### config.mk
export PLATFORM = sky130hd
export DESIGN_NAME = instr_encoder_flat
export DESIGN_NICKNAME = d
export VERILOG_FILES = /design/src/rtl/instr_encoder_if.sv /design/src/rtl/instr_encoder.sv /design/src/flat_wrapper.sv
export SDC_FILE = /design/constraint.sdc
export NUM_CORES = 1
export LEC_CHECK = 0
export ABC_CLOCK_PERIOD_IN_PS = 7300
export BUFFER_PORTS_ARGS = -buffer_cell sky130_fd_sc_hd__buf_4
export CORE_ASPECT_RATIO = 0.6
export CORE_MARGIN = 1.5
export CORE_UTILIZATION = 35
export CTS_BUF_LIST = sky130_fd_sc_hd__clkbuf_8
export DETAILED_ROUTE_END_ITERATION = 10
export GPL_TIMING_DRIVEN = 0
export PLACE_DENSITY = 0.64
export SLEW_MARGIN = 5
export SYNTH_ARGS = -nofsm -noshare
export SYNTH_HDL_FRONTEND = slang
export SYNTH_SLANG_ARGS = --single-unit
### constraint.sdc
create_clock -name clk -period 7.3 [get_ports clk]
set_input_delay 0.365 -clock clk [delete_from_list [all_inputs] [get_ports clk]]
set_output_delay 0.365 -clock clk [all_outputs]
set_load 0.005 [all_outputs]
### src/rtl/instr_encoder_if.sv
// Request/word stream between a program builder, the encoder and an instruction-memory writer.
// The encoder takes the slave modport; whatever drives requests and drains words takes master.
interface instr_encoder_if #(
    parameter int ADDR_W = 32
);
    logic              in_valid;
    logic              in_ready;
    logic [1:0]        in_type;
    logic [2:0]        in_funct3;
    logic [4:0]        in_rd;
    logic [4:0]        in_rs1;
    logic [4:0]        in_rs2;
    logic [31:0]       in_imm;
    logic              in_last;
    logic              out_valid;
    logic              out_ready;
    logic [31:0]       out_instr;
    logic [ADDR_W-1:0] out_addr;
    logic              out_last;

    modport slave (
        input  in_valid, in_type, in_funct3, in_rd, in_rs1, in_rs2, in_imm, in_last, out_ready,
        output in_ready, out_valid, out_instr, out_addr, out_last
    );

    modport master (
        output in_valid, in_type, in_funct3, in_rd, in_rs1, in_rs2, in_imm, in_last, out_ready,
        input  in_ready, out_valid, out_instr, out_addr, out_last
    );
endinterface

### src/rtl/instr_encoder.sv
// Packs I/S/SB fields into RV32I words, buffers {instr, addr, last}; words appear 1 cycle after accept.
// in_ready drops when the buffer is full (no pass-through); out_* hold while stalled; illegal imms are dropped.
module instr_encoder #(
    parameter int                DEPTH     = 2,
    parameter int                ADDR_W    = 32,
    parameter logic [ADDR_W-1:0] BASE_ADDR = '0
) (
    input  logic                  clk,
    input  logic                  reset,
    instr_encoder_if.slave        bus,
    output logic                  err,
    output logic [7:0]            err_count,
    output logic                  done
);
    localparam int PTR_W = (DEPTH > 1) ? $clog2(DEPTH) : 1;
    localparam int CNT_W = PTR_W + 1;

    logic [31:0]       instr_mem_q [DEPTH];
    logic [ADDR_W-1:0] addr_mem_q  [DEPTH];
    logic              last_mem_q  [DEPTH];

    logic [PTR_W-1:0]  wr_ptr_q, wr_ptr_d;
    logic [PTR_W-1:0]  rd_ptr_q, rd_ptr_d;
    logic [CNT_W-1:0]  count_q, count_d;
    logic [ADDR_W-1:0] next_addr_q, next_addr_d;
    logic              err_q, err_d;
    logic [7:0]        err_count_q, err_count_d;
    logic              done_q, done_d;

    logic              accept, legal, push, pop;
    logic [6:0]        opcode;
    logic [31:0]       instr;
    logic signed [31:0] imm_s;

    assign imm_s = bus.in_imm;

    always_comb begin
        opcode = 7'b0000011;
        instr  = '0;
        legal  = 1'b0;
        unique case (bus.in_type)
            2'd0: opcode = 7'b0000011;
            2'd1: opcode = 7'b0010011;
            2'd2: opcode = 7'b0100011;
            default: opcode = 7'b1100011;
        endcase
        unique case (bus.in_type)
            2'd0, 2'd1: begin
                instr = {bus.in_imm[11:0], bus.in_rs1, bus.in_funct3, bus.in_rd, opcode};
                legal = (imm_s >= -32'sd2048) && (imm_s <= 32'sd2047);
            end
            2'd2: begin
                instr = {bus.in_imm[11:5], bus.in_rs2, bus.in_rs1, bus.in_funct3,
                         bus.in_imm[4:0], opcode};
                legal = (imm_s >= -32'sd2048) && (imm_s <= 32'sd2047);
            end
            default: begin
                instr = {bus.in_imm[12], bus.in_imm[10:5], bus.in_rs2, bus.in_rs1, bus.in_funct3,
                         bus.in_imm[4:1], bus.in_imm[11], opcode};
                legal = (imm_s >= -32'sd4096) && (imm_s <= 32'sd4094) && !bus.in_imm[0];
            end
        endcase
    end

    assign bus.in_ready  = (count_q < CNT_W'(DEPTH));
    assign accept        = bus.in_valid && bus.in_ready;
    assign push          = accept && legal;
    assign bus.out_valid = (count_q != '0);
    assign pop           = bus.out_valid && bus.out_ready;

    // Head is read straight from storage; gating keeps outputs at zero while empty.
    assign bus.out_instr = bus.out_valid ? instr_mem_q[rd_ptr_q] : '0;
    assign bus.out_addr  = bus.out_valid ? addr_mem_q[rd_ptr_q]  : '0;
    assign bus.out_last  = bus.out_valid ? last_mem_q[rd_ptr_q]  : 1'b0;

    assign err       = err_q;
    assign err_count = err_count_q;
    assign done      = done_q;

    always_comb begin
        wr_ptr_d    = push ? wr_ptr_q + PTR_W'(1) : wr_ptr_q;
        rd_ptr_d    = pop  ? rd_ptr_q + PTR_W'(1) : rd_ptr_q;
        count_d     = count_q + CNT_W'(push) - CNT_W'(pop);
        next_addr_d = next_addr_q;
        if (accept && bus.in_last) begin
            next_addr_d = BASE_ADDR;
        end else if (push) begin
            next_addr_d = next_addr_q + ADDR_W'(4);
        end
        err_d       = accept && !legal;
        err_count_d = (err_d && err_count_q != 8'hFF) ? err_count_q + 8'd1 : err_count_q;
        done_d      = pop && bus.out_last;
    end

    always_ff @(posedge clk) begin
        if (reset) begin
            wr_ptr_q    <= '0;
            rd_ptr_q    <= '0;
            count_q     <= '0;
            next_addr_q <= BASE_ADDR;
            err_q       <= 1'b0;
            err_count_q <= '0;
            done_q      <= 1'b0;
        end else begin
            wr_ptr_q    <= wr_ptr_d;
            rd_ptr_q    <= rd_ptr_d;
            count_q     <= count_d;
            next_addr_q <= next_addr_d;
            err_q       <= err_d;
            err_count_q <= err_count_d;
            done_q      <= done_d;
        end
    end

    always_ff @(posedge clk) begin
        if (push) begin
            instr_mem_q[wr_ptr_q] <= instr;
            addr_mem_q[wr_ptr_q]  <= next_addr_q;
            last_mem_q[wr_ptr_q]  <= bus.in_last;
        end
    end
endmodule
### src/flat_wrapper.sv
// flat-port wrapper written by rule: the top's interface ports become plain ports
module instr_encoder_flat 
#(
    parameter int                DEPTH     = 2,
    parameter int                ADDR_W    = 32,
    parameter logic [ADDR_W-1:0] BASE_ADDR = '0
)
  (clk, reset, err, err_count, done, bus_in_valid, bus_in_type, bus_in_funct3, bus_in_rd, bus_in_rs1, bus_in_rs2, bus_in_imm, bus_in_last, bus_out_ready, bus_in_ready, bus_out_valid, bus_out_instr, bus_out_addr, bus_out_last);
  instr_encoder_if #(.ADDR_W(ADDR_W)) bus_i ();
  input  logic clk;
  input  logic reset;
  output logic err;
  output logic [7:0] err_count;
  output logic done;
  input wire logic [$bits(bus_i.in_valid)-1:0] bus_in_valid;
  input wire logic [$bits(bus_i.in_type)-1:0] bus_in_type;
  input wire logic [$bits(bus_i.in_funct3)-1:0] bus_in_funct3;
  input wire logic [$bits(bus_i.in_rd)-1:0] bus_in_rd;
  input wire logic [$bits(bus_i.in_rs1)-1:0] bus_in_rs1;
  input wire logic [$bits(bus_i.in_rs2)-1:0] bus_in_rs2;
  input wire logic [$bits(bus_i.in_imm)-1:0] bus_in_imm;
  input wire logic [$bits(bus_i.in_last)-1:0] bus_in_last;
  input wire logic [$bits(bus_i.out_ready)-1:0] bus_out_ready;
  output wire logic [$bits(bus_i.in_ready)-1:0] bus_in_ready;
  output wire logic [$bits(bus_i.out_valid)-1:0] bus_out_valid;
  output wire logic [$bits(bus_i.out_instr)-1:0] bus_out_instr;
  output wire logic [$bits(bus_i.out_addr)-1:0] bus_out_addr;
  output wire logic [$bits(bus_i.out_last)-1:0] bus_out_last;
  assign bus_i.in_valid = bus_in_valid;
  assign bus_i.in_type = bus_in_type;
  assign bus_i.in_funct3 = bus_in_funct3;
  assign bus_i.in_rd = bus_in_rd;
  assign bus_i.in_rs1 = bus_in_rs1;
  assign bus_i.in_rs2 = bus_in_rs2;
  assign bus_i.in_imm = bus_in_imm;
  assign bus_i.in_last = bus_in_last;
  assign bus_i.out_ready = bus_out_ready;
  assign bus_in_ready = bus_i.in_ready;
  assign bus_out_valid = bus_i.out_valid;
  assign bus_out_instr = bus_i.out_instr;
  assign bus_out_addr = bus_i.out_addr;
  assign bus_out_last = bus_i.out_last;
  instr_encoder #(.DEPTH(DEPTH), .ADDR_W(ADDR_W), .BASE_ADDR(BASE_ADDR)) u_core (.clk(clk), .reset(reset), .bus(bus_i), .err(err), .err_count(err_count), .done(done));
endmodule
==> impl_metrics.xml, run 1 <==
<?xml version="1.0" encoding="UTF-8"?>
<metrics>
  <group name="synth">
    <metric name="yosys-top-cells-area" unit="">sky130_fd_sc_hd__edfxtp_1 (51%), sky130_fd_sc_hd__dfxtp_1 (13%), sky130_fd_sc_hd__mux2i_1 (8.7%)</metric>
    <metric name="synthAdderAreaFrac" unit="">0.00714</metric>
    <metric name="synthesis.instances" unit="">562</metric>
    <metric name="largest_family_of_logic_cells_by_synthesized_area" unit="">simple AND/OR/NAND/NOR gates</metric>
    <metric name="synth-compound-area-share" unit="">0.0730</metric>
    <metric name="syn_area_per_cell" unit="µm²">12.5</metric>
    <metric name="yosys_register_bits" unit="">163</metric>
    <metric name="ys_seq_area_frac" unit="">0.634</metric>
    <metric name="synth-main-ff-cell" unit="">sky130_fd_sc_hd__edfxtp_1</metric>
    <metric name="synthXorXnorAreaFrac" unit="">0.00375</metric>
    <metric name="synth-edff-count" unit="">118</metric>
    <metric name="multiplexer_area_fraction_after_synthesis" unit="">0.106</metric>
    <metric name="synth-simple-area-share" unit="">0.142</metric>
    <metric name="yosys_warnings" unit="">0</metric>
    <metric name="synth_cell_types" unit="">43</metric>
    <metric name="synth_largest_type_area_fraction" unit="">0.505</metric>
    <metric name="synth-async-reset-ratio" unit="">0</metric>
    <metric name="netlist_area" unit="mm²">0.00701</metric>
    <metric name="synth_area_leader_cell" unit="">sky130_fd_sc_hd__edfxtp_1</metric>
  </group>
  <group name="floorplan">
    <metric name="dieWidth" unit="µm">186</metric>
    <metric name="die_h" unit="µm">113</metric>
    <metric name="initial_core_util" unit="">0.363</metric>
    <metric name="row_count" unit="">39</metric>
    <metric name="die_area" unit="mm²">0.0209</metric>
    <metric name="core_box_area" unit="mm²">0.0193</metric>
    <metric name="pin_count" unit="">134</metric>
  </group>
  <group name="clock_tree">
    <metric name="post_cts_buffers" unit="">0</metric>
    <metric name="cts_hold_buffers" unit="">0</metric>
    <metric name="root_buffer" unit="">sky130_fd_sc_hd__clkbuf_8</metric>
    <metric name="clock_path_buffers" unit="">2</metric>
    <metric name="clkSinkCount" unit="">163</metric>
    <metric name="cts_buffers" unit="">17</metric>
    <metric name="cts_resized" unit="">0</metric>
    <metric name="tritoncts" unit="">yes</metric>
    <metric name="cts_max_level" unit="">4</metric>
    <metric name="clkLatencyLatePin" unit="ns">0.45</metric>
    <metric name="clkSlewWorstSetupHoldPaths" unit="ns">0.10</metric>
  </group>
  <group name="sta">
    <metric name="finClkSkew" unit="ns">0.0145</metric>
    <metric name="final_max_slew_violation_count" unit="">0</metric>
    <metric name="achievable-frequency" unit="MHz">311</metric>
    <metric name="rsz_0062_raised_after_global_routing" unit="">false</metric>
    <metric name="timing.slew.headroom" unit="">0.403</metric>
    <metric name="final.period_utilization" unit="">0.441</metric>
    <metric name="finalCriticalPeriod" unit="ns">3.22</metric>
    <metric name="finalHoldViolCount" unit="">0</metric>
    <metric name="setup_viol_count_final" unit="">0</metric>
    <metric name="final.hold.worst_slack" unit="ns">0.0846</metric>
    <metric name="worst_pin_slew" unit="ns">0.888</metric>
  </group>
  <group name="critical_path">
    <metric name="arrival" unit="ns">2.85</metric>
    <metric name="cp-start-kind" unit="">register</metric>
    <metric name="crit_path_max_fanout" unit="">10</metric>
    <metric name="worstPathRequired" unit="ns">6.93</metric>
    <metric name="kind_of_end_point_of_the_critical_path" unit="">output pin</metric>
    <metric name="criticalPathCategory" unit="">reg2out</metric>
  </group>
  <group name="global_routing">
    <metric name="globalRoute.totalOverflow" unit="">0</metric>
    <metric name="number_of_antenna_violations_at_the_first_check_in_global_routing" unit="">0</metric>
    <metric name="met2_usage" unit="">0.239</metric>
    <metric name="grt_pass1_wl" unit="µm">26500</metric>
    <metric name="global_route_met1_usage" unit="">0.240</metric>
    <metric name="grt.met3_usage" unit="">0.0419</metric>
    <metric name="maximum_number_of_pins_on_one_net_before_global_route_repair" unit="">60</metric>
    <metric name="grt.busiest_layer" unit="">met1</metric>
    <metric name="grt_pass1_vias" unit="">5068</metric>
    <metric name="grtUsageTotal" unit="">0.164</metric>
  </group>
  <group name="route">
    <metric name="wire_per_inst" unit="µm">17.0</metric>
    <metric name="drt_iter0_drc" unit="">435</metric>
    <metric name="drc" unit="">0</metric>
    <metric name="drt_pass1_iterations" unit="">5</metric>
    <metric name="viasPerCell" unit="">5.16</metric>
    <metric name="num_vias" unit="">5141</metric>
    <metric name="postRouteWirelength" unit="µm">17000</metric>
    <metric name="drtAntennaViolNets" unit="">0</metric>
  </group>
  <group name="placed_design">
    <metric name="dpl_wire_length" unit="µm">12100</metric>
    <metric name="numPortBuffers" unit="">128</metric>
    <metric name="dp_cells" unit="">965</metric>
    <metric name="globalplace.congestion" unit="">0.820</metric>
    <metric name="place_area" unit="mm²">0.00838</metric>
  </group>
  <group name="min_path">
    <metric name="hold_class" unit="">in2reg</metric>
  </group>
  <group name="final_layout">
    <metric name="layout_common_cells" unit="">sky130_fd_sc_hd__buf_4 (138), sky130_fd_sc_hd__edfxtp_1 (118), sky130_fd_sc_hd__nor2_1 (74)</metric>
    <metric name="num_antenna_cells" unit="">0</metric>
    <metric name="fin_nets" unit="">779</metric>
    <metric name="layout.filler_cells" unit="">1765</metric>
    <metric name="fin_cells" unit="">997</metric>
    <metric name="layout_commonest_cell" unit="">sky130_fd_sc_hd__buf_4</metric>
    <metric name="layout-drive-gt1-share" unit="">0.263</metric>
    <metric name="post_route_design_area" unit="mm²">0.00877</metric>
    <metric name="layout_overhead_on_the_synthesized_area" unit="%">25.0</metric>
  </group>
  <group name="power">
    <metric name="cellLeakagePower" unit="nW">2.91</metric>
    <metric name="vdd.ir_drop.worst" unit="µV">123</metric>
    <metric name="power.density_cell_area" unit="mW/mm²">235</metric>
  </group>
  <group name="job">
    <metric name="maxCapViolations" unit="">0</metric>
  </group>
  <group name="run_status">
    <metric name="run_status" unit="">finished clean</metric>
  </group>
</metrics>
==> logic make-up (layout without fill, tap and decap cells) <==
| family | Yosys count | after routing |
|---|---|---|
| buffers and inverters | 49 | 215 |
| XOR/XNOR | 3 | 3 |
| flip-flops | 163 | 163 |
| AO/OA/AOI/OAI | 77 | 77 |
| multiplexers | 73 | 73 |
| other | 1 | 4 |
| adder cells (fa/ha/maj) | 4 | 4 |
| AND/OR/NAND/NOR | 192 | 192 |
==> sequential cells by signal (all words and copies together), names as in the netlist, named ones only <==
name and cells:
u_core.last_mem_q 2, u_core.err 1, u_core.count_q 2, u_core.instr_mem_q 56, u_core.done 1, u_core.rd_ptr_q 1, u_core.addr_mem_q 60, u_core.next_addr_q 30
u_core.err_count 8, u_core.wr_ptr_q 1
==> per-layer routing <==
metal | share of wire | routed length, µm | vias up
met4 | 0.011 | 193 | 0
met3 | 0.076 | 1280 | 19
li1 | - | - | 2442
met5 | 0 | 0 | -
met1 | 0.49 | 8250 | 2475
met2 | 0.43 | 7230 | 205
==> worst paths after layout <==
path / start / to / slack [ns] / cells after the start
min reg2reg: u_core.next_addr_q[31] / u_core.addr_mem_q[0][31] / 0.49 / 0
min: bus_in_imm[9] / u_core.instr_mem_q[0][29] / 0.08 / 1
max reg2reg: u_core.count_q[1] / u_core.addr_mem_q[0][4] / 4.64 / 7
max: register / bus_out_instr[17] / 4.08 / 6
==> cells in the mapped netlist, types with 12 or more instances <==
cell,n
sky130_fd_sc_hd__dfxtp_1,45
sky130_fd_sc_hd__nand2_1,22
sky130_fd_sc_hd__nand4_1,17
sky130_fd_sc_hd__clkbuf_1,28
sky130_fd_sc_hd__or4_1,27
sky130_fd_sc_hd__nor2_1,74
sky130_fd_sc_hd__nand3_1,13
sky130_fd_sc_hd__mux2_2,12
sky130_fd_sc_hd__edfxtp_1,118
sky130_fd_sc_hd__mux2i_1,61
sky130_fd_sc_hd__o31ai_1,27
sky130_fd_sc_hd__a21oi_1,32
==> worst max-delay path, cell delays in order, from the launching register on <==
cell	delay, ns
sky130_fd_sc_hd__dfxtp_1	0.32
sky130_fd_sc_hd__clkbuf_1	0.36
sky130_fd_sc_hd__clkbuf_1	0.57
sky130_fd_sc_hd__buf_1	0.63
sky130_fd_sc_hd__mux2i_1	0.25
sky130_fd_sc_hd__nor2_1	0.08
sky130_fd_sc_hd__buf_4	0.16
==> per-stage QoR <==
step | util | setup TNS, ns | setup WS, ns | total power [mW]
finish | 0.454 | 0 | 4.08 | 2.06
CTS | 0.454 | 0 | 4.02 | 2.07
global placement | 0.430 | -80.33 | -1.34 | 1.43
global route | 0.454 | 0 | 3.83 | 2.15
detailed placement | 0.434 | 0 | 4.09 | 1.44
floorplan | - | 0 | 1.34 | 1.21
==> where the power goes <==
group	switching [mW]	internal, mW
clock	0.386	0.258
sequential	0.00489	0.991
combinational	0.210	0.207
total	0.601	1.46
==> area by class of cell <==
cell class / instances / area, µm² / share of cell area
Buffer: 41 / 200 / 0.0228
Inverter: 8 / 30.0 / 0.00343
Sequential cell: 163 / 4440 / 0.507
Multi-Input combinational cell: 353 / 2360 / 0.269
Clock buffer: 17 / 234 / 0.0267
Clock inverter: 15 / 154 / 0.0176
Timing Repair Buffer: 134 / 1010 / 0.116
Tap cell: 266 / 333 / 0.0380
Power figures use the tool's default switching activity.
==> inputs of run 2 (changes only) <==
- ABC_CLOCK_PERIOD_IN_PS: 7300 -> 2800
- PLACE_DENSITY: 0.64 -> 0.66
- clock period: 7.3 -> 2.8 ns (I/O delays scaled with it)
==> run 2 against run 1 <==
- clock-buffer cell count stayed put
- clock skew is 0.0019 ns lower
- worst hold slack worse by 0.053 ns
- worst setup slack worse by 3.8 ns
- sequential cell count is the same
- critical path depth unchanged
- final area increased by 3.9%
- non-clock buffer count is 24 higher
- power rose to 2.7 times the previous value
==> impl_metrics.xml, run 2 (synthesis gave the netlist of run 1 again) <==
<?xml version="1.0" encoding="UTF-8"?>
<metrics>
  <group name="run_status">
    <metric name="run_status" unit="">finished clean</metric>
  </group>
  <group name="final_layout">
    <metric name="largest_register" unit="">u_core.addr_mem_q</metric>
    <metric name="layout_commonest_cell" unit="">sky130_fd_sc_hd__buf_4</metric>
    <metric name="post_route_design_area" unit="mm²">0.00911</metric>
    <metric name="fin_nets" unit="">803</metric>
    <metric name="layout_common_cells" unit="">sky130_fd_sc_hd__buf_4 (134), sky130_fd_sc_hd__edfxtp_1 (118), sky130_fd_sc_hd__nor2_1 (73)</metric>
    <metric name="num_antenna_cells" unit="">0</metric>
    <metric name="layout.filler_cells" unit="">1813</metric>
    <metric name="fin_cells" unit="">1021</metric>
    <metric name="layout_overhead_on_the_synthesized_area" unit="%">29.9</metric>
    <metric name="reg_top3" unit="">u_core.addr_mem_q x60, u_core.instr_mem_q x56, u_core.next_addr_q x30</metric>
    <metric name="layout-drive-gt1-share" unit="">0.258</metric>
    <metric name="postLayoutCoreUtil" unit="">0.471</metric>
    <metric name="largest_register_ff_count" unit="">60</metric>
  </group>
  <group name="placed_design">
    <metric name="detailedPlace.worstSlack" unit="ns">-0.0699</metric>
    <metric name="globalplace.congestion" unit="">0.848</metric>
    <metric name="dp_cells" unit="">964</metric>
    <metric name="numPortBuffers" unit="">128</metric>
    <metric name="dpl_wire_length" unit="µm">11800</metric>
    <metric name="place_area" unit="mm²">0.00844</metric>
  </group>
  <group name="critical_path">
    <metric name="kind_of_end_point_of_the_critical_path" unit="">register</metric>
    <metric name="worstPathRequired" unit="ns">3.18</metric>
    <metric name="arrival" unit="ns">2.92</metric>
    <metric name="cells_along_the_critical_path" unit="">ha_1 -&gt; nand2_1 -&gt; nor4_2 -&gt; nand4_1 -&gt; or4_1 -&gt; a21oi_1</metric>
    <metric name="criticalPathCategory" unit="">reg2reg</metric>
    <metric name="critical-path-top-delay-family" unit="">simple AND/OR/NAND/NOR gates</metric>
    <metric name="crit_path_max_fanout" unit="">7</metric>
    <metric name="critPathSlowestCell" unit="">sky130_fd_sc_hd__nor4_2</metric>
    <metric name="cp-start-kind" unit="">register</metric>
    <metric name="delay_of_the_slowest_critical_path_stage" unit="ns">0.82</metric>
    <metric name="critical_path.n_buffers_inverters" unit="">0</metric>
  </group>
  <group name="sta">
    <metric name="timing.final.ws_setup" unit="ns">0.256</metric>
    <metric name="finalCriticalPeriod" unit="ns">2.54</metric>
    <metric name="timing.slew.headroom" unit="">0.388</metric>
    <metric name="setup_viol_count_final" unit="">0</metric>
    <metric name="finClkSkew" unit="ns">0.0126</metric>
    <metric name="worst_pin_slew" unit="ns">0.910</metric>
    <metric name="achievable-frequency" unit="MHz">393</metric>
    <metric name="final.hold.worst_slack" unit="ns">0.0318</metric>
    <metric name="finalHoldViolCount" unit="">0</metric>
    <metric name="rsz_0062_raised_after_global_routing" unit="">false</metric>
    <metric name="setup_tns" unit="ns">0</metric>
    <metric name="final.period_utilization" unit="">0.909</metric>
    <metric name="final_max_slew_violation_count" unit="">0</metric>
  </group>
  <group name="floorplan">
    <metric name="die_area" unit="mm²">0.0209</metric>
    <metric name="row_count" unit="">39</metric>
    <metric name="pin_count" unit="">134</metric>
    <metric name="dieWidth" unit="µm">186</metric>
    <metric name="initial_core_util" unit="">0.363</metric>
    <metric name="die_h" unit="µm">113</metric>
    <metric name="core_box_area" unit="mm²">0.0193</metric>
  </group>
  <group name="route">
    <metric name="drt_pass1_iterations" unit="">5</metric>
    <metric name="drt_iter0_drc" unit="">346</metric>
    <metric name="drtAntennaViolNets" unit="">0</metric>
    <metric name="drc" unit="">0</metric>
    <metric name="wire_per_inst" unit="µm">16.7</metric>
    <metric name="viasPerCell" unit="">5.05</metric>
    <metric name="postRouteWirelength" unit="µm">17000</metric>
    <metric name="num_vias" unit="">5154</metric>
  </group>
  <group name="power">
    <metric name="power.density_cell_area" unit="mW/mm²">607</metric>
    <metric name="total_power_consumption_of_the_routed_design" unit="mW">5.53</metric>
    <metric name="cellLeakagePower" unit="nW">3.04</metric>
    <metric name="vdd.ir_drop.worst" unit="µV">292</metric>
  </group>
  <group name="min_path">
    <metric name="hold_class" unit="">in2reg</metric>
  </group>
  <group name="clock_tree">
    <metric name="root_buffer" unit="">sky130_fd_sc_hd__clkbuf_8</metric>
    <metric name="clkLatencyLatePin" unit="ns">0.45</metric>
    <metric name="cts_buffers" unit="">17</metric>
    <metric name="cts_max_level" unit="">4</metric>
    <metric name="clock_path_buffers" unit="">2</metric>
    <metric name="tritoncts" unit="">yes</metric>
    <metric name="clkSinkCount" unit="">163</metric>
    <metric name="clkSlewWorstSetupHoldPaths" unit="ns">0.09</metric>
  </group>
  <group name="global_routing">
    <metric name="globalRoute.totalOverflow" unit="">0</metric>
    <metric name="grt_pass1_vias" unit="">4940</metric>
    <metric name="grtUsageTotal" unit="">0.167</metric>
    <metric name="number_of_antenna_violations_at_the_first_check_in_global_routing" unit="">0</metric>
    <metric name="maximum_number_of_pins_on_one_net_before_global_route_repair" unit="">48</metric>
    <metric name="grt_pass1_wl" unit="µm">26800</metric>
  </group>
  <group name="job">
    <metric name="maxCapViolations" unit="">0</metric>
  </group>
</metrics>
-- run 2: cell types whose count changed in the layout (fill, tap and decap cells not counted), moves of 3 or more --
cell                            change
sky130_fd_sc_hd__buf_4              -4
sky130_fd_sc_hd__buf_6              -3
sky130_fd_sc_hd__buf_8              +4
sky130_fd_sc_hd__bufinv_16          +3
sky130_fd_sc_hd__clkinvlp_4         +4
sky130_fd_sc_hd__dlygate4sd3_1     +25
sky130_fd_sc_hd__inv_8              -4
-- run 2: timing repair --
action                                  in CTS  in global routing
endpoints found under the setup margin      22                 22
gates resized for setup                      3                  4
setup buffers                                0                  0
hold buffers                                25                  0
endpoints found under the hold margin       46                  0
-- run 2: worst register-to-register path, cell delays in order, from the launching register on --
cell                      delay (ns)
sky130_fd_sc_hd__dfxtp_1        0.46
sky130_fd_sc_hd__ha_1           0.27
sky130_fd_sc_hd__nand2_1        0.10
sky130_fd_sc_hd__nor4_2         0.82
sky130_fd_sc_hd__nand4_1        0.22
sky130_fd_sc_hd__or4_1          0.46
sky130_fd_sc_hd__a21oi_1        0.15
-- run 2: power breakdown --
part | total (mW) | internal (mW) | switching [mW]
combinational | 1.13 | 0.566 | 0.562
sequential | 2.60 | 2.58 | 0.0129
clock | 1.81 | 0.894 | 0.915
total | 5.53 | 4.04 | 1.49
-- run 2: area by class of cell --
type                       count  area [µm²]  share of cell area
timing repair buffer         158        1310               0.144
clock buffer                  17         234              0.0257
tap                          266         333              0.0365
buffer                        41         209              0.0229
sequential                   163        4440               0.488
clock inverter                15         183              0.0201
multi-input combinational    353        2370               0.260
inverter                       8        30.0             0.00330
-- run 2: routing by layer --
layer | track usage | vias to the layer above | wire, µm
met1 | 0.250 | 2467 | 8560
met5 | 0 | - | 0
met4 | 0.0522 | 0 | 129
li1 | - | 2497 | -
met2 | 0.241 | 176 | 7150
met3 | 0.0357 | 14 | 1200
-- run 2: path summary, 6_finish.rpt --
kind / from / end / slack [ns] / cells after the start
worst max-delay path: u_core.next_addr_q[2] / u_core.next_addr_q[28] / 0.26 / 6
worst min-delay path: bus_in_imm[3] / u_core.instr_mem_q[1][23] / 0.03 / 2
worst max register to register: u_core.next_addr_q[2] / u_core.next_addr_q[28] / 0.26 / 6
worst min register to register: u_core.next_addr_q[31] / u_core.addr_mem_q[0][31] / 0.50 / 0
==> inputs of run 3 (changes only) <==
- ABC_AREA: not set -> 1
- PLACE_DENSITY: 0.66 -> 0.65
==> run 3 against run 2 <==
- sequential cell count is the same
- via count grew 9.2%
- core utilization shrank 1.2 points
- die area grew 3.8%
- largest power group unchanged
- clock-buffer cell count grew 1
- clock skew grew 0.0055 ns
- first-iteration DRC count grew 17%
- synthesized area grew 3.9%
- global-route usage grew 0.080 points
- worst setup slack lost 0.033 ns
- critical path depth shrank 1
- power grew 10%
==> impl_metrics.xml, run 3 <==
<?xml version="1.0" encoding="UTF-8"?>
<metrics>
  <group name="power">
    <metric name="power.density_cell_area" unit="mW/mm²">658</metric>
    <metric name="total_power_consumption_of_the_routed_design" unit="mW">6.11</metric>
    <metric name="cellLeakagePower" unit="nW">3.54</metric>
    <metric name="vdd.ir_drop.worst" unit="µV">363</metric>
  </group>
  <group name="route">
    <metric name="wire_per_inst" unit="µm">14.4</metric>
    <metric name="drt_iter0_drc" unit="">406</metric>
    <metric name="drc" unit="">0</metric>
    <metric name="drtAntennaViolNets" unit="">0</metric>
    <metric name="postRouteWirelength" unit="µm">17500</metric>
    <metric name="viasPerCell" unit="">4.61</metric>
    <metric name="drt_pass1_iterations" unit="">5</metric>
    <metric name="num_vias" unit="">5627</metric>
  </group>
  <group name="clock_tree">
    <metric name="cts_max_level" unit="">4</metric>
    <metric name="root_buffer" unit="">sky130_fd_sc_hd__clkbuf_8</metric>
    <metric name="clock_path_buffers" unit="">2</metric>
    <metric name="clkLatencyLatePin" unit="ns">0.45</metric>
    <metric name="clkSinkCount" unit="">163</metric>
    <metric name="clkSlewWorstSetupHoldPaths" unit="ns">0.09</metric>
    <metric name="post_cts_buffers" unit="">0</metric>
    <metric name="cts_buffers" unit="">17</metric>
    <metric name="tritoncts" unit="">yes</metric>
  </group>
  <group name="final_layout">
    <metric name="layout_commonest_cell" unit="">sky130_fd_sc_hd__nand2_1</metric>
    <metric name="largest_register" unit="">u_core.addr_mem_q</metric>
    <metric name="layout_common_cells" unit="">sky130_fd_sc_hd__nand2_1 (262), sky130_fd_sc_hd__buf_4 (135), sky130_fd_sc_hd__edfxtp_1 (118)</metric>
    <metric name="fin_nets" unit="">995</metric>
    <metric name="largest_register_ff_count" unit="">60</metric>
    <metric name="reg_top3" unit="">u_core.addr_mem_q x60, u_core.instr_mem_q x56, u_core.next_addr_q x30</metric>
    <metric name="layout_overhead_on_the_synthesized_area" unit="%">27.5</metric>
    <metric name="num_antenna_cells" unit="">0</metric>
    <metric name="layout-drive-gt1-share" unit="">0.220</metric>
    <metric name="postLayoutCoreUtil" unit="">0.459</metric>
    <metric name="fin_cells" unit="">1220</metric>
  </group>
  <group name="synth">
    <metric name="syn_area_per_cell" unit="µm²">9.57</metric>
    <metric name="yosys_register_bits" unit="">163</metric>
    <metric name="synth-async-reset-ratio" unit="">0</metric>
    <metric name="synth_largest_type_area_fraction" unit="">0.487</metric>
    <metric name="synth-main-ff-cell" unit="">sky130_fd_sc_hd__edfxtp_1</metric>
    <metric name="yosys_warnings" unit="">0</metric>
    <metric name="ys_seq_area_frac" unit="">0.610</metric>
    <metric name="synth_area_leader_cell" unit="">sky130_fd_sc_hd__edfxtp_1</metric>
    <metric name="most_frequently_used_cell_type_in_the_post_synthesis_netlist" unit="">sky130_fd_sc_hd__nand2_1</metric>
    <metric name="synth-edff-count" unit="">118</metric>
    <metric name="synth_cell_types" unit="">33</metric>
    <metric name="yosys-top-cells-area" unit="">sky130_fd_sc_hd__edfxtp_1 (49%), sky130_fd_sc_hd__nand2_1 (14%), sky130_fd_sc_hd__dfxtp_1 (12%)</metric>
    <metric name="synthesis.instances" unit="">761</metric>
    <metric name="ys_top_cells_by_count" unit="">sky130_fd_sc_hd__nand2_1 (262), sky130_fd_sc_hd__edfxtp_1 (118), sky130_fd_sc_hd__a21oi_1 (98), sky130_fd_sc_hd__nor2_1 (51), sky130_fd_sc_hd__dfxtp_1 (45)</metric>
    <metric name="netlist_area" unit="mm²">0.00728</metric>
  </group>
  <group name="critical_path">
    <metric name="critical_path.n_buffers_inverters" unit="">3</metric>
    <metric name="kind_of_end_point_of_the_critical_path" unit="">output pin</metric>
    <metric name="cp-start-kind" unit="">register</metric>
    <metric name="crit_path_max_fanout" unit="">10</metric>
    <metric name="critical-path-top-delay-family" unit="">buffers and inverters</metric>
    <metric name="criticalPathCategory" unit="">reg2out</metric>
    <metric name="critPathSlowestCell" unit="">sky130_fd_sc_hd__buf_1</metric>
    <metric name="cells_along_the_critical_path" unit="">nor2_2 -&gt; clkbuf_1 -&gt; buf_1 -&gt; a21oi_1 -&gt; buf_4</metric>
    <metric name="arrival" unit="ns">2.44</metric>
    <metric name="delay_of_the_slowest_critical_path_stage" unit="ns">0.47</metric>
    <metric name="worstPathRequired" unit="ns">2.66</metric>
  </group>
  <group name="placed_design">
    <metric name="dpl_wire_length" unit="µm">12700</metric>
    <metric name="detailedPlace.worstSlack" unit="ns">0.105</metric>
    <metric name="dp_cells" unit="">1170</metric>
    <metric name="numPortBuffers" unit="">129</metric>
    <metric name="globalplace.congestion" unit="">0.942</metric>
  </group>
  <group name="floorplan">
    <metric name="dieWidth" unit="µm">189</metric>
    <metric name="row_count" unit="">40</metric>
    <metric name="core_box_area" unit="mm²">0.0202</metric>
    <metric name="die_h" unit="µm">115</metric>
    <metric name="pin_count" unit="">134</metric>
    <metric name="initial_core_util" unit="">0.360</metric>
    <metric name="die_area" unit="mm²">0.0217</metric>
  </group>
  <group name="sta">
    <metric name="timing.slew.headroom" unit="">0.544</metric>
    <metric name="timing.final.ws_setup" unit="ns">0.223</metric>
    <metric name="final.hold.worst_slack" unit="ns">0.0238</metric>
    <metric name="finClkSkew" unit="ns">0.0181</metric>
    <metric name="finalHoldViolCount" unit="">0</metric>
    <metric name="final.period_utilization" unit="">0.920</metric>
    <metric name="achievable-frequency" unit="MHz">388</metric>
    <metric name="final_max_slew_violation_count" unit="">0</metric>
    <metric name="rsz_0062_raised_after_global_routing" unit="">false</metric>
    <metric name="setup_viol_count_final" unit="">0</metric>
    <metric name="worst_pin_slew" unit="ns">0.683</metric>
    <metric name="finalCriticalPeriod" unit="ns">2.58</metric>
  </group>
  <group name="global_routing">
    <metric name="number_of_antenna_violations_at_the_first_check_in_global_routing" unit="">0</metric>
    <metric name="grt_pass1_wl" unit="µm">28200</metric>
    <metric name="grt_pass1_vias" unit="">5367</metric>
    <metric name="grtUsageTotal" unit="">0.168</metric>
    <metric name="maximum_number_of_pins_on_one_net_before_global_route_repair" unit="">28</metric>
    <metric name="globalRoute.totalOverflow" unit="">0</metric>
  </group>
  <group name="run_status">
    <metric name="run_status" unit="">finished clean</metric>
  </group>
  <group name="job">
    <metric name="maxCapViolations" unit="">0</metric>
  </group>
  <group name="min_path">
    <metric name="hold_class" unit="">in2reg</metric>
  </group>
</metrics>
[run 3: changes by cell type after synthesis, moves of 11 or more]
cell                       delta
sky130_fd_sc_hd__a21oi_1     +66
sky130_fd_sc_hd__clkbuf_1    -11
sky130_fd_sc_hd__inv_1       +29
sky130_fd_sc_hd__mux2_2      -12
sky130_fd_sc_hd__mux2i_1     -61
sky130_fd_sc_hd__nand2_1    +240
sky130_fd_sc_hd__nor2_1      -23
sky130_fd_sc_hd__o21ai_0     +11
sky130_fd_sc_hd__o31ai_1     -27
sky130_fd_sc_hd__or4_1       -27
sky130_fd_sc_hd__xor2_1      +25
[run 3: cell type report]
cell class / instances / area, µm²
Clock buffer: 18 / 248
Fill cell: 1958 / 10900
Tap cell: 273 / 342
Clock inverter: 14 / 130
Timing Repair Buffer: 151 / 1250
Inverter: 40 / 151
Multi-Input combinational cell: 523 / 2520
Sequential cell: 163 / 4440
Buffer: 38 / 201
[run 3: path summary, 6_finish.rpt]
check / startpoint / endpoint / slack [ns] / cells past startpoint
worst max-delay path: u_core.count_q[1] / bus_out_instr[25] / 0.22 / 5
worst min-delay path: bus_in_rs2[2] / u_core.instr_mem_q[1][22] / 0.02 / 3
worst max register to register: u_core.count_q[1] / u_core.addr_mem_q[1][9] / 0.45 / 6
worst min register to register: u_core.rd_ptr_q / register / 0.46 / 1
[run 3: kinds of logic after synthesis]
group / count (synthesis) / share of synthesized area
AOI/OAI and AO/OA: 115 / 0.0807
xor gates and xnor gates: 35 / 0.0421
adders and majority gates: 4 / 0.00687
buffers and inverters: 78 / 0.0478
DFF: 163 / 0.610
other: 1 / 0.000515
and+or+nand+nor: 365 / 0.212
[run 3: per-layer routing]
metal	GRT usage	vias up	wire, µm
met5	0	-	0
met4	0.0397	0	123
met3	0.0488	9	1260
met2	0.242	164	7160
met1	0.248	2574	8980
li1	-	2880	-
[run 3: through the flow]
| stage | setup TNS (ns) | cell area [µm²] |
|---|---|---|
| after floorplan | -17.81 | 7300 |
| after global placement | -167.62 | 8610 |
| after detailed placement | 0 | 8720 |
| after CTS | 0 | 9280 |
| after global routing | 0 | 9290 |
| final | 0 | 9290 |
[run 3: worst min-delay path, cell delays in order]
cell	delay [ns]
sky130_fd_sc_hd__buf_4	0.08
sky130_fd_sc_hd__nand2_1	0.04
sky130_fd_sc_hd__o21ai_0	0.09
[run 3: what timing repair did]
action                                  CTS  global route
hold endpoints to repair                 37             0
resized for setup                         1             6
endpoints found under the setup margin    2            20
hold buffers                             18             0
[run 3: power breakdown]
| group | switching [mW] | internal, mW |
|---|---|---|
| clock | 0.909 | 0.736 |
| sequential | 0.0331 | 2.65 |
| combinational | 1.01 | 0.762 |
